--- src/rtl/barrett_precompute_64b_pkg.sv ---
// barrett_precompute_64b_pkg: shared widths, iteration count and state encodings
package barrett_precompute_64b_pkg;
  localparam int MOD_W = 64;
  localparam int K_W = 7;
  localparam int U_W = 128;
  localparam int ITER = 129;
  typedef enum logic [1:0] {IDLE, CALC_K, DIV, DONE} state_t;
endpackage

--- src/rtl/barrett_precompute_64b_bit_length.sv ---
// bit_length_64b: index of the highest set bit plus one, zero for zero input
module bit_length_64b (
  input  logic [63:0] x,
  output logic [6:0]  len
);
  always_comb begin
    len = '0;
    for (int i = 0; i < 64; i++) len = x[i] ? 7'(i + 1) : len;
  end
endmodule

--- src/rtl/barrett_precompute_64b.sv ---
// barrett_precompute_64b: computes k = bitlen(q) and u = floor(2^(2k)/q) by restoring division
module barrett_precompute_64b
  import barrett_precompute_64b_pkg::*;
#(
  parameter int DATA_W = MOD_W
) (
  input  logic              iClk,
  input  logic              iRst,
  input  logic              iEn,
  input  logic              iClr,
  input  logic              iValid,
  output logic              oReady,
  input  logic [DATA_W-1:0] iMod,
  output logic              oValid,
  input  logic              iReady,
  output logic [K_W-1:0]    oK,
  output logic [U_W-1:0]    oU,
  output logic              oErr
);
  state_t state, state_nx;
  logic [DATA_W-1:0] q;
  logic [DATA_W:0] rem, rem_sh;
  logic [7:0] cnt;
  logic [K_W-1:0] k;
  logic err, qbit;
  bit_length_64b u_bl (.x(q), .len(k));
  always_comb begin
    oReady = state == IDLE;
    oValid = state == DONE;
    oErr = err & oValid;
    rem_sh = {rem[DATA_W-1:0], cnt == {k, 1'b0}};
    qbit = rem_sh >= {1'b0, q};
    state_nx = !iEn ? state :
               state == IDLE ? (iValid ? CALC_K : IDLE) :
               state == CALC_K ? DIV :
               state == DIV ? (cnt == 8'd0 ? DONE : DIV) :
               (iReady ? IDLE : DONE);
  end
  always_ff @(posedge iClk) begin
    if (iRst | iClr) begin
      state <= IDLE;
      q <= '0;
      rem <= '0;
      cnt <= '0;
      oK <= '0;
      oU <= '0;
      err <= 1'b0;
    end else if (iEn) begin
      state <= state_nx;
      if (state == IDLE && iValid) q <= iMod;
      if (state == CALC_K) begin
        oK <= k;
        oU <= '0;
        rem <= '0;
        err <= q[DATA_W-1:1] == '0;
        cnt <= q[DATA_W-1:1] == '0 ? 8'd0 : 8'(ITER - 1);
      end
      if (state == DIV) begin
        cnt <= cnt - 8'(cnt != 8'd0);
        if (!err) begin
          rem <= qbit ? rem_sh - {1'b0, q} : rem_sh;
          oU <= {oU[U_W-2:0], qbit};
        end
      end
    end
  end
endmodule
--- config.mk ---
export PLATFORM = sky130hd
export DESIGN_NAME = barrett_precompute_64b
export DESIGN_NICKNAME = d
export VERILOG_FILES = /design/src/rtl/barrett_precompute_64b_pkg.sv /design/src/rtl/barrett_precompute_64b_bit_length.sv /design/src/rtl/barrett_precompute_64b.sv
export SDC_FILE = /design/constraint.sdc
export NUM_CORES = 1
export LEC_CHECK = 0
export CORE_MARGIN = 2
export CORE_UTILIZATION = 48
export DETAILED_ROUTE_END_ITERATION = 12
export PLACE_DENSITY = 0.81
export SETUP_SLACK_MARGIN = 0.4
export SLEW_MARGIN = 20
export SYNTH_ARGS = -nofsm -noshare
export SYNTH_HDL_FRONTEND = slang
export SYNTH_SLANG_ARGS = --single-unit
export TNS_END_PERCENT = 10
--- constraint.sdc ---
create_clock -name iClk -period 8.44 [get_ports iClk]
set_clock_uncertainty 0.05 [all_clocks]
set_input_delay 0.844 -clock iClk [delete_from_list [all_inputs] [get_ports iClk]]
set_output_delay 0.844 -clock iClk [all_outputs]
set_load 0.005 [all_outputs]
### Yosys cells after proc, flatten, opt, wreduce, memory -nomap -nowiden

Index checks and enable logic that the tools add are counted.

* flip-flop bits (word level): 275
* latch bits: 0
* memory bits (writable): 0
* memory bits (read-only): 0
* input bits: 70
* logic and storage cells: 105
* memories kept: 0

* $add $sub $neg: 2
* multiply operators: 0
* div/mod/pow operators: 0
* order comparisons: 1
* eq/ne operators: 4
* shifts and indexed selects: 0
* mux-type cells: 80
* bitwise operators: 2
* reductions and logical operators: 9

Operators by type and width (number)
* 7-bit two-way mux: 63
* 128-bit two-way mux: 3
* 65-bit two-way mux: 4
* 65-bit by 64-bit greater-or-equal comparator with 1-bit output: 1
* 65-bit by 64-bit subtractor with 65-bit output: 1
* 63-bit logical NOT: 1
* 8-bit two-way mux: 3
* 8-bit == test: 1
* 8-bit logical NOT: 1
* 2-bit two-way mux: 4
* 8-bit nonzero test: 1
* 8-bit by 1-bit subtractor with 8-bit output: 1
* 2-bit AND reduction: 3
* 2-bit == test (second input constant): 2
* 1-bit two-way mux: 3
* 2-bit by 1-bit == test with 1-bit output (second input constant): 1
* 2-bit logical NOT: 1
* 2-bit nonzero test: 1
* 1-bit AND: 1
* 1-bit logical AND: 1
* 1-bit OR: 1

### Logic depth before layout (Yosys ltp)

Gate-level depths: netlist of run 1.

* depth in word-level cells: 69
* depth in mapped cells: 21
* depth with buffers taken out: 21

### Modules after synthesis

A second synthesis of run 1 with hierarchy kept.

* cell total of the unflattened synthesis: 2044
* area, all modules: 15308.4 um2

Modules (own cells, without submodules)
* barrett_precompute_64b: instances 1, cells each 1907, area each 14511.4 um2, seq. area each 5485.3 um2
* bit_length_64b: instances 1, cells each 137, area each 797.0 um2, seq. area each 0.0 um2

### Worst setup path before layout of run 1

Ideal clock, no wire load.

* kind: reg2reg
* start: register q[11]
* end: register rem[34]
* arrival: 4.456 ns
* setup slack: 3.817 ns
* stages on the path, launching flop included: 22
* path buffers: 0
* cells stage by stage: dfxtp_1 -> or4_4 -> o21bai_1 -> a41oi_1 -> o21ai_1 -> a21o_1 -> a31oi_4 -> xnor2_1 -> nor4_2 -> o2111ai_1 -> ha_1 -> fa_1 -> nand2b_1 -> a211oi_1 -> o31ai_1 -> a21boi_0 -> a31oi_1 -> o21ai_0 -> a211oi_1 -> xor2_1 -> o21ai_0 -> a22o_1

* longest elaborated chain between the ends: 58

Ends and longest elaborated chain
* from (decl): RTL line barrett_precompute_64b.sv:21 `logic [DATA_W-1:0] q;`
* from (signal assigned): RTL line barrett_precompute_64b.sv:50 `if (state == IDLE && iValid) q <= iMod;`
* 7-bit two-way mux (53 in a row): RTL line barrett_precompute_64b_bit_length.sv:8 `for (int i = 0; i < 64; i++) len = x[i] ? 7'(i + 1) : len;`
* 8-bit == test: RTL line barrett_precompute_64b.sv:31 `rem_sh = {rem[DATA_W-1:0], cnt == {k, 1'b0}};`
* 65-bit by 64-bit subtractor with 65-bit output or 65-bit by 64-bit greater-or-equal comparator with 1-bit output (tied branches): RTL line barrett_precompute_64b.sv:61, barrett_precompute_64b.sv:32
* 65-bit two-way mux (*): RTL line barrett_precompute_64b.sv:61 `rem <= qbit ? rem_sh - {1'b0, q} : rem_sh;`
* 65-bit two-way mux (*): RTL line barrett_precompute_64b.sv:60 `if (!err) begin`
* 65-bit two-way mux (*): RTL line barrett_precompute_64b.sv:58 `if (state == DIV) begin`
* to (signal assigned): RTL line barrett_precompute_64b.sv:61
* to (decl): RTL line barrett_precompute_64b.sv:22 `logic [DATA_W:0] rem, rem_sh;`

Every way passes the cells marked *; elsewhere a longest branch is shown, timed or not.
A chain may end at the register's enable or synchronous reset.

### Worst setup path after layout of run 1

* start: register q[1]
* end: register rem[52]

* longest elaborated chain between the ends: 68

Ends and longest elaborated chain (RTL line)
* 7-bit two-way mux (63 in a row): barrett_precompute_64b_bit_length.sv:8
* 8-bit == test: barrett_precompute_64b.sv:31
* 65-bit by 64-bit subtractor with 65-bit output or 65-bit by 64-bit greater-or-equal comparator with 1-bit output (tied branches): barrett_precompute_64b.sv:61, barrett_precompute_64b.sv:32
* 65-bit two-way mux (*): barrett_precompute_64b.sv:61
* 65-bit two-way mux (*): barrett_precompute_64b.sv:60
* 65-bit two-way mux (*): barrett_precompute_64b.sv:58

Marks and branches as above.

==> results of run 1 <==
## through the flow
stage	worst slack, ns	hold slack [ns]	util	instances	power [W]
after floorplan	3.82	0.398	-	1925	0.00165
after global placement	2.70	0.396	0.565	2415	0.00178
after detailed placement	2.60	0.396	0.565	2415	0.00178
after CTS	2.46	0.404	0.599	2471	0.00313
after global routing	2.13	0.435	0.600	2472	0.00324
final	2.31	0.404	0.600	2475	0.00313
## cell families (layout without fill, tap and decap cells)
logic type      Yosys count  count (layout)  synth area share
xor+xnor                 62              62            0.0370
flops                   274             274             0.374
mux                       6               6           0.00435
other cells               0               4                 0
buf+inv                 202             358            0.0549
fa+ha+maj                71              71            0.0611
simple gates            717             717             0.221
compound gates          593             593             0.248
## worst min-delay path: stages (launching register included)
cell and delay (ns):
dfxtp_1 0.31, nand2_1 0.05, a21oi_1 0.05
## cell type report
type | count | area [um^2]
inverters | 82 | 308
fillers | 2574 | 12000
multi-input cells | 1449 | 8420
diodes | 4 | 10.0
repair buffers | 220 | 2170
clock inverters | 22 | 218
clock buffers | 34 | 817
flip-flops and latches | 274 | 5490
well taps | 390 | 488
## synthesized netlist by cell type (all sizes together), types with 29 or more instances
cell type  count
nand2        340
a21oi        302
dfxtp        274
nand3        154
clkbuf        99
nor2          94
o21ai         83
inv           82
ha            70
a21o          35
xor2          32
xnor2         30
nor3          29
## sequential cells by signal, indices dropped and copies added (netlist names)
signal and cells:
oK 7, rem 64, err 1, oU 128
state 2, cnt 8, q 64
## worst max-delay path by stage
stage,from,endpoint,cells past startpoint
finish,q[1],rem[52],20
floorplan,q[11],rem[34],21
global placement,q[1],rem[24],20
global route,q[1],rem[52],20
detailed placement,q[1],rem[24],20
CTS,q[1],rem[52],20
## layer usage
layer | wire length, um | vias to the layer above
li1 | - | 7122
met2 | 20900 | 589
met1 | 18500 | 6917
met4 | 1810 | 0
met5 | 0 | -
met3 | 3950 | 118
## report_power, final
part	leakage, nW	internal (W)	switching (W)
sequential	2.21	0.00130	0.00000989
combinational	3.74	0.000176	0.000280
clock	0.507	0.000791	0.000567
total	6.45	0.00227	0.000857
==> out/results.txt, run 1 <==
Finished Cell Area = 0.0179 mm^2
Syn nets = 2,066
Routed WL per cell = 18.2 um
Post-synthesis sequential area ratio = 0.374
Die Y = 179 um
Worst slew pin tran = 1.20 ns
Hold Path Origin = oK[6]
Synthesis-to-layout area growth = 22.2%
CP cell instances = nor2_1 -> o311ai_0 -> a311oi_1 -> o311ai_0 -> a21oi_1 -> nor3_1 -> o21ai_0 -> xor2_1 -> o2111ai_1 -> ha_1 -> nor2b_1 -> o31a_1 -> o41ai_2 -> a21oi_1 -> o211ai_1 -> a211oi_2 -> nor2_2 -> nor2_4 -> a22oi_1 -> a21oi_1
Hold Path End = oK[6]
RSZ-0062 raised after global routing = no
Ports = 208
Status = completed
M1 GR Usage = 0.352
Max-slew violation count = 0
Most frequent cells in the layout = 339 x nand2_1, 302 x a21oi_1, 274 x dfxtp_1
Worst-path clk slew = 0.06 ns
Fin. Hold Viols = 0
WHS Path Cells = 2
Leak = 6.45 nW
Slowest cell on crit path = nor2_4
Initial Utilization = 0.491
GRT met2 Usage = 0.442
Most common cell on crit path = a21oi_1
Final setup fails = 0
Detail Placement HPWL = 31,100 um
Critical path class = register to register
Rows = 63
Worst r2r src = q[1]
Buf/Inv on CP = 0
FF-to-FF setup slack = 2.31 ns
Mapped Area = 0.0147 mm^2
Worst reg-to-reg path cell count = 20
Period utilization = 0.726
Syn Inst Count = 1,925
Minimum clock period = 6.13 ns
Mapped Avg Cell Area = 7.62 um^2
Placed instance area = 0.0169 mm^2
H-tree Lvls = 1
#FFs+latches synth = 274
Maximum clock path buffer count = 3
Gr usage total = 0.273
Starting DRC count in detailed routing = 1,568
# DRC = 0
Critical Path Start Type = register
First-pass GRT wire length = 71,100 um
CTS buffer count = 30
Layout cell share with drive strength beyond 1 = 0.0471
Total die area = 0.0320 mm^2
CTS Sinks = 274
Ys Warns = 0
Quantity of gates resized following cts = 0
Most common cell after layout, fill and taps aside = nand2_1
Synth cell types = 77
Placeable Area = 0.0299 mm^2
Initial antenna violation count = 1
Min-delay worst type = register to register
Largest net degree at the start of global routing = 113
Max-cap viol count = 0
PortBufs = 207
Pre-Repair DR Iteration Count = 6
Die X = 179 um
Peak Freq = 163 MHz
Via count = 14,700
Crit path DAT = 6.55 ns
Reg2reg end = rem[52]
# hold bufs at CTS = 0
Post-synth top area share = 0.374
Drt total wl = 45,100 um
Maximum vdd drop = 0.000178 V
Top post-synthesis cells by area = dfxtp_1 37%, a21oi_1 10%, nand2_1 8.7%
Most area-hungry cell type in the Yosys netlist = dfxtp_1
Vias per inst = 5.96
Worst path required time = 8.86 ns
Layout net count = 2,198
Slew Limit Headroom = 0.197
Worst-Skew Late Latency = 0.56 ns
Synth async-reset ratio = 0
EDFF count, synth = 0
Post-CTS setup buffer count = 0
Cell family with most CP delay = compound AO/OA/AOI/OAI gates
Clock root cell = clkbuf_16
Global route overflow = 0
CP Max Fanout = 34
Vias in the first global route = 13,800
GR peak layer = met2
Critical Path Max Stage Delay = 0.81 ns
Setup TNS = 0 ns
Primary FF master, synth = dfxtp_1
M3 GR Usage = 0.0543
Final estimated routing congestion in global placement = 0.945
DRT antenna net count = 0
CP Capture Type = register
CTS tree = yes
Pwr dens = 174 mW/mm^2
Note: power is estimated with default switching activity, not from simulation.
==> inputs of run 2 (changes only) <==
- PLACE_DENSITY: 0.81 -> 0.83
- clock period: 8.44 -> 5.6 ns (I/O delays scaled with it)
==> run 2 against run 1 <==
Against the previous run:
- flip-flop and latch count unchanged
- die area unchanged
- register-to-register slack got worse by 1.8 ns
- sequential share of layout area decreased by 0.71 points
- via count increased by 2.6%
- hold slack about the same
- routed wire length increased by 0.64%
- total power increased by 55%
- worst setup slack got worse by 1.8 ns
- clock power increased by 55%
- cell count increased by 1.1%
- clock-buffer cell count increased by 8
- largest cell class unchanged
- highest routed layer unchanged
==> out/results.txt, run 2 (synthesized netlist as in run 1, its figures left out) <==
Slew Limit Headroom = 0.303 (was 0.197)
CTS buffer count = 30 (unchanged)
H-tree Lvls = 1 (unchanged)
Largest net degree at the start of global routing = 130 (was 113)
Worst path required time = 5.98 ns (was 8.86 ns)
PortBufs = 207 (unchanged)
Pre-Repair DR Iteration Count = 8 (was 6)
Critical Path Start Type = register (unchanged)
Pre-CTS setup slack = 0.165 ns (was 2.60 ns)
Most frequent cells in the layout = 339 x nand2_1, 300 x a21oi_1, 272 x dfxtp_1 (was 339 x nand2_1, 302 x a21oi_1, 274 x dfxtp_1)
Vias per inst = 6.04 (was 5.96)
# DRC = 0 (unchanged)
Routed WL per cell = 18.2 um (about the same)
Clock root cell = clkbuf_16 (unchanged)
Worst slew pin tran = 1.05 ns (was 1.20 ns)
Min-delay worst type = register to register (unchanged)
# hold bufs at CTS = 0 (unchanged)
Critical path class = register to register (unchanged)
Max-cap viol count = 0 (unchanged)
Max-slew violation count = 0 (unchanged)
Fill count = 2,540 (was 2,574)
Finished Layout Cells = 2,503 (was 2,475)
Setup ws final = 0.503 ns (was 2.31 ns)
Layout cell share with drive strength beyond 1 = 0.0710 (was 0.0471)
Total die area = 0.0320 mm^2 (unchanged)
Detail Placement HPWL = 31,200 um (was 31,100 um)
Top Registers = oU (128), q (64), rem (64) (unchanged)
Crit path DAT = 5.47 ns (was 6.55 ns)
CP Max Fanout = 5 (was 34)
RSZ-0062 raised after global routing = yes (was no)
Starting DRC count in detailed routing = 1,587 (was 1,568)
Peak Freq = 196 MHz (was 163 MHz)
Setup TNS = 0 ns (unchanged)
Layout net count = 2,230 (was 2,198)
Tot Pwr = 0.00484 W (was 0.00313 W)
Minimum clock period = 5.10 ns (was 6.13 ns)
Initial Utilization = 0.491 (unchanged)
Gr usage total = 0.271 (was 0.273)
Final estimated routing congestion in global placement = 0.956 (was 0.945)
CTS tree = yes (unchanged)
FF/Latch Area = 0.00549 mm^2 (about the same)
Maximum vdd drop = 0.000288 V (was 0.000178 V)
Finished Cell Area = 0.0184 mm^2 (was 0.0179 mm^2)
Multi-input gate area = 0.00856 mm^2 (was 0.00842 mm^2)
CP Capture Type = register (unchanged)
Max reg flops = 128 (unchanged)
Most common cell after layout, fill and taps aside = nand2_1 (unchanged)
Status = completed (unchanged)
Die X = 179 um (unchanged)
Vias in the first global route = 14,100 (was 13,800)
Placed instance area = 0.0171 mm^2 (was 0.0169 mm^2)
Global route overflow = 0 (unchanged)
Final setup fails = 0 (unchanged)
Ports = 208 (unchanged)
Die Y = 179 um (unchanged)
Maximum clock path buffer count = 3 (unchanged)
CTS Sinks = 274 (unchanged)
Synthesis-to-layout area growth = 25.2% (was 22.2%)
Rows = 63 (unchanged)
Via count = 15,100 (was 14,700)
Initial antenna violation count = 0 (was 1)
Leak = 6.67 nW (was 6.45 nW)
First-pass GRT wire length = 70,700 um (was 71,100 um)
Fin. Hold Viols = 0 (unchanged)
Period utilization = 0.910 (was 0.726)
Pwr dens = 264 mW/mm^2 (was 174 mW/mm^2)
DRT antenna net count = 0 (unchanged)
Drt total wl = 45,400 um (was 45,100 um)
Placeable Area = 0.0299 mm^2 (unchanged)
Placed cells = 2,438 (was 2,415)
Worst-path clk slew = 0.06 ns (about the same)
Worst-Skew Late Latency = 0.56 ns (about the same)
Reg with most FFs = oU (unchanged)
==> run 2: area by class of cell <==
class / count / share of cell area
antenna: 1 / 0.000136
clock inverter: 13 / 0.00913
timing repair buffer: 252 / 0.133
clock buffer: 42 / 0.0489
tap: 390 / 0.0266
inverter: 82 / 0.0168
multi-input combinational: 1449 / 0.466
sequential: 274 / 0.299
==> run 2: critical path, stage by stage, from the launching register on <==
cell,delay (ns)
dfxtp_1,0.32
inv_1,0.10
o21ai_0,0.10
a2111oi_0,0.85
o221ai_1,0.31
a21oi_1,0.21
nand4_1,0.17
o2111ai_2,0.32
ha_2,0.26
nor2b_1,0.06
o31a_1,0.36
o41ai_4,0.33
a21oi_2,0.13
buf_4,0.16
o21ai_0,0.18
buf_4,0.17
a21boi_0,0.10
o21a_1,0.20
or3_1,0.30
a31oi_1,0.18
o21ai_0,0.09
==> run 2: worst paths after layout <==
path / startpoint / endpoint / slack (ns) / depth (start not counted)
worst min-delay path: oK[1] / oK[1] / 0.40 / 2
worst max-delay path: q[34] / rem[35] / 0.50 / 20
worst min register to register: oK[1] / oK[1] / 0.40 / 2
worst max register to register: q[34] / rem[35] / 0.50 / 20
==> run 2: stage by stage <==
stage           util  hold WS, ns
2_1_floorplan      -        0.398
3_3_place_gp   0.571        0.396
3_5_place_dp   0.571        0.401
4_1_cts        0.608        0.410
5_1_grt        0.614        0.433
6_report       0.614        0.404
==> run 2: where the power goes <==
| part | total (W) | internal [W] | leakage (nW) | switching (W) |
|---|---|---|---|---|
| clock | 0.00211 | 0.00129 | 0.531 | 0.000816 |
| sequential | 0.00198 | 0.00196 | 2.21 | 0.0000147 |
| combinational | 0.000759 | 0.000317 | 3.93 | 0.000442 |
==> run 2: metal layers <==
layer  global-route usage  up-vias  wire length [um]
met2                0.441      712             21100
met5                    0        -                 0
met1                0.341     7110             18200
li1                     -     7174                 -
met4                0.130        0              2160
met3               0.0558      128              4020
==> run 2: what timing repair did <==
action,in CTS,in global routing
pin swaps,4,23
resized for setup,8,30
setup buffers,1,7
setup endpoints to repair,42,64
==> inputs of run 3 (changes only) <==
- CTS_CLUSTER_DIAMETER: default -> 200
- GPL_TIMING_DRIVEN: default -> 0
- PLACE_DENSITY: 0.83 -> 0.81
- clock period: 5.6 -> 5.7 ns (I/O delays scaled with it)
==> run 3 against run 2 <==
Against the previous run:
- hold slack improved by 0.0082 ns
- register-to-register slack got worse by 0.05 ns
- non-clock buffer count up 95
==> out/results.txt, run 3 (synthesized netlist as in run 1, its figures left out) <==
Ports = 208 (unchanged)
Worst slew pin tran = 1.07 ns (was 1.05 ns)
Final setup fails = 0 (unchanged)
Max-slew violation count = 0 (unchanged)
Cell family with most CP delay = compound AO/OA/AOI/OAI gates (unchanged)
Maximum vdd drop = 0.000261 V (was 0.000288 V)
RSZ-0062 raised after global routing = yes (unchanged)
CP Max Fanout = 9 (was 5)
Worst-Skew Late Latency = 0.57 ns (was 0.56 ns)
CTS Sinks = 274 (unchanged)
Pwr dens = 257 mW/mm^2 (was 264 mW/mm^2)
Rows = 63 (unchanged)
Total internal power = 0.00351 W (was 0.00357 W)
H-tree Lvls = 1 (unchanged)
Placeable Area = 0.0299 mm^2 (unchanged)
Most common cell after layout, fill and taps aside = nand2_1 (unchanged)
Starting DRC count in detailed routing = 1,750 (was 1,587)
CTS buffer count = 30 (unchanged)
Finished Layout Cells = 2,600 (was 2,503)
Initial antenna violation count = 1 (was 0)
Multi-input gate area = 0.00876 mm^2 (was 0.00856 mm^2)
Hold Path Origin = oK[1] (unchanged)
Gr usage total = 0.305 (was 0.271)
Die Y = 179 um (unchanged)
Critical path class = register to register (unchanged)
Critical Path Max Stage Delay = 0.45 ns (was 0.85 ns)
Drt total wl = 50,800 um (was 45,400 um)
Initial Utilization = 0.491 (unchanged)
Pre-Repair DR Iteration Count = 6 (was 8)
Final estimated routing congestion in global placement = 1.00 (was 0.956)
Routed WL per cell = 19.6 um (was 18.2 um)
Switching pwr = 0.00135 W (was 0.00127 W)
Setup ws final = 0.449 ns (was 0.503 ns)
Via count = 15,600 (was 15,100)
Clock power share = 0.424 (was 0.435)
Layout cell share with drive strength beyond 1 = 0.0738 (was 0.0710)
Vias per inst = 6.01 (was 6.04)
Worst reg-to-reg path cell count = 22 (was 20)
Period utilization = 0.921 (was 0.910)
Total die area = 0.0320 mm^2 (unchanged)
Maximum clock path buffer count = 3 (unchanged)
Hold Slack = 0.412 ns (was 0.404 ns)
Minimum clock period = 5.25 ns (was 5.10 ns)
PortBufs = 207 (unchanged)
Detail Placement HPWL = 36,900 um (was 31,200 um)
CTS tree = yes (unchanged)
Max-cap viol count = 0 (unchanged)
Synthesis-to-layout area growth = 28.9% (was 25.2%)
FF-to-FF setup slack = 0.45 ns (was 0.50 ns)
# DRC = 0 (unchanged)
Switching part of the total = 0.278 (was 0.263)
Fin. Hold Viols = 0 (unchanged)
Slowest cell on crit path = o41ai_4 (was a2111oi_0)
Worst-path clk slew = 0.06 ns (about the same)
Combinational power share = 0.177 (was 0.157)
Reg with most FFs = oU (unchanged)
CP Capture Type = register (unchanged)
Fill count = 2,496 (was 2,540)
Critical path endpoint = rem[63] (was rem[35])
Status = completed (unchanged)
Leak = 6.81 nW (was 6.67 nW)
CP startpoint = q[25] (was q[34])
First-pass GRT wire length = 77,000 um (was 70,700 um)
Most frequent cells in the layout = 338 x nand2_1, 297 x a21oi_1, 270 x dfxtp_1 (was 339 x nand2_1, 300 x a21oi_1, 272 x dfxtp_1)
Critical path depth = 22 (was 20)
Peak Freq = 190 MHz (was 196 MHz)
Top Registers = oU (128), q (64), rem (64) (unchanged)
Min-delay worst type = register to register (unchanged)
Slew Limit Headroom = 0.286 (was 0.303)
Largest net degree at the start of global routing = 17 (was 130)
Crit path DAT = 5.60 ns (was 5.47 ns)
Critical Path Start Type = register (unchanged)
Reg2reg end = rem[63] (was rem[35])
Buf/Inv on CP = 3 (unchanged)
Global route overflow = 0 (unchanged)
Pre-CTS setup slack = -0.501 ns (was 0.165 ns)
Clock root cell = clkbuf_16 (unchanged)
Max reg flops = 128 (unchanged)
Vias in the first global route = 14,500 (was 14,100)
Layout net count = 2,325 (was 2,230)
Tot Pwr = 0.00486 W (was 0.00484 W)
Placed cells = 2,522 (was 2,438)
Seq pwr share = 0.400 (was 0.408)
Worst path required time = 6.05 ns (was 5.98 ns)
CP cell instances = nor2_1 -> nor3_1 -> o31ai_2 -> nand4_1 -> a21oi_2 -> nor3_2 -> o21ai_0 -> xor2_1 -> o2111ai_4 -> ha_2 -> nor2b_2 -> o31a_1 -> o41ai_4 -> a21oi_2 -> o211ai_1 -> a211oi_2 -> buf_4 -> or2_4 -> buf_12 -> buf_4 -> nand2_2 -> o22ai_1 (was inv_1 -> o21ai_0 -> a2111oi_0 -> o221ai_1 -> a21oi_1 -> nand4_1 -> o2111ai_2 -> ha_2 -> nor2b_1 -> o31a_1 -> o41ai_4 -> a21oi_2 -> buf_4 -> o21ai_0 -> buf_4 -> a21boi_0 -> o21a_1 -> or3_1 -> a31oi_1 -> o21ai_0)
FF/Latch Area = 0.00549 mm^2 (about the same)
Die X = 179 um (unchanged)
Worst r2r src = q[25] (was q[34])
Setup TNS = 0 ns (unchanged)
DRT antenna net count = 0 (unchanged)
==> run 3: cell count changes in the layout (fill, tap and decap cells not counted), sizes merged <==
cell         before  now
clkbuf           42  142
buf              45   42
clkinv            8    5
clkinvlp          1    3
bufinv            4    3
diode             1    2
dlygate4sd1       0    1
==> run 3: power by group through the flow <==
stage	combinational, W	clock (W)	sequential [W]
final	0.000859	0.00206	0.00194
after global routing	0.000911	0.00216	0.00194
after CTS	0.000736	0.00207	0.00194
after detailed placement	0.000704	0	0.00198
after global placement	0.000698	0	0.00198
after floorplan	0.000466	0	0.00198
==> run 3: area by class of cell <==
class / instances / area share
multi-input cells: 1449 / 0.463
flip-flops and latches: 274 / 0.291
repair buffers: 227 / 0.119
clock buffers: 45 / 0.0475
plain buffers: 120 / 0.0284
well taps: 390 / 0.0258
inverters: 82 / 0.0163
clock inverters: 11 / 0.00880
diodes: 2 / 0.000265
==> run 3: repair_timing <==
| item | CTS | global route |
|---|---|---|
| pin swaps | 6 | 27 |
| endpoints found under the setup margin | 65 | 65 |
| buffers inserted | 2 | 17 |
| hold buffers | 0 | 0 |
| cloned | 0 | 1 |
| gates resized for setup | 33 | 71 |
==> run 3: worst min-delay path by stage <==
stage / end / slack [ns] / cells past startpoint
CTS: oK[1] / 0.41 / 2
detailed placement: oK[1] / 0.40 / 2
global route: oK[1] / 0.43 / 2
global placement: oK[3] / 0.40 / 2
finish: oK[1] / 0.41 / 2
floorplan: rem[12] / 0.40 / 2
==> run 3: through the flow <==
step / utilization / cell area (um^2)
global route: 0.633 / 18900
global placement: 0.576 / 17200
finish: 0.633 / 18900
floorplan: - / 14700
CTS: 0.617 / 18400
detailed placement: 0.576 / 17200
==> run 3: metal layers <==
layer / share of wire / track usage
met3: 0.082 / 0.0503
met1: 0.42 / 0.401
met5: 0 / 0
met2: 0.46 / 0.493
met4: 0.038 / 0.129
==> run 3: worst reg2reg max path: stages (launching register included) <==
cell       delay (ns)
dfxtp_1          0.35
nor2_1           0.21
nor3_1           0.09
o31ai_2          0.30
nand4_1          0.29
a21oi_2          0.32
nor3_2           0.09
o21ai_0          0.28
xor2_1           0.16
o2111ai_4        0.15
ha_2             0.25
nor2b_2          0.05
o31a_1           0.36
o41ai_4          0.45
a21oi_2          0.16
o211ai_1         0.37
a211oi_2         0.12
buf_4            0.17
or2_4            0.24
buf_12           0.14
buf_4            0.13
nand2_2          0.21
o22ai_1          0.15
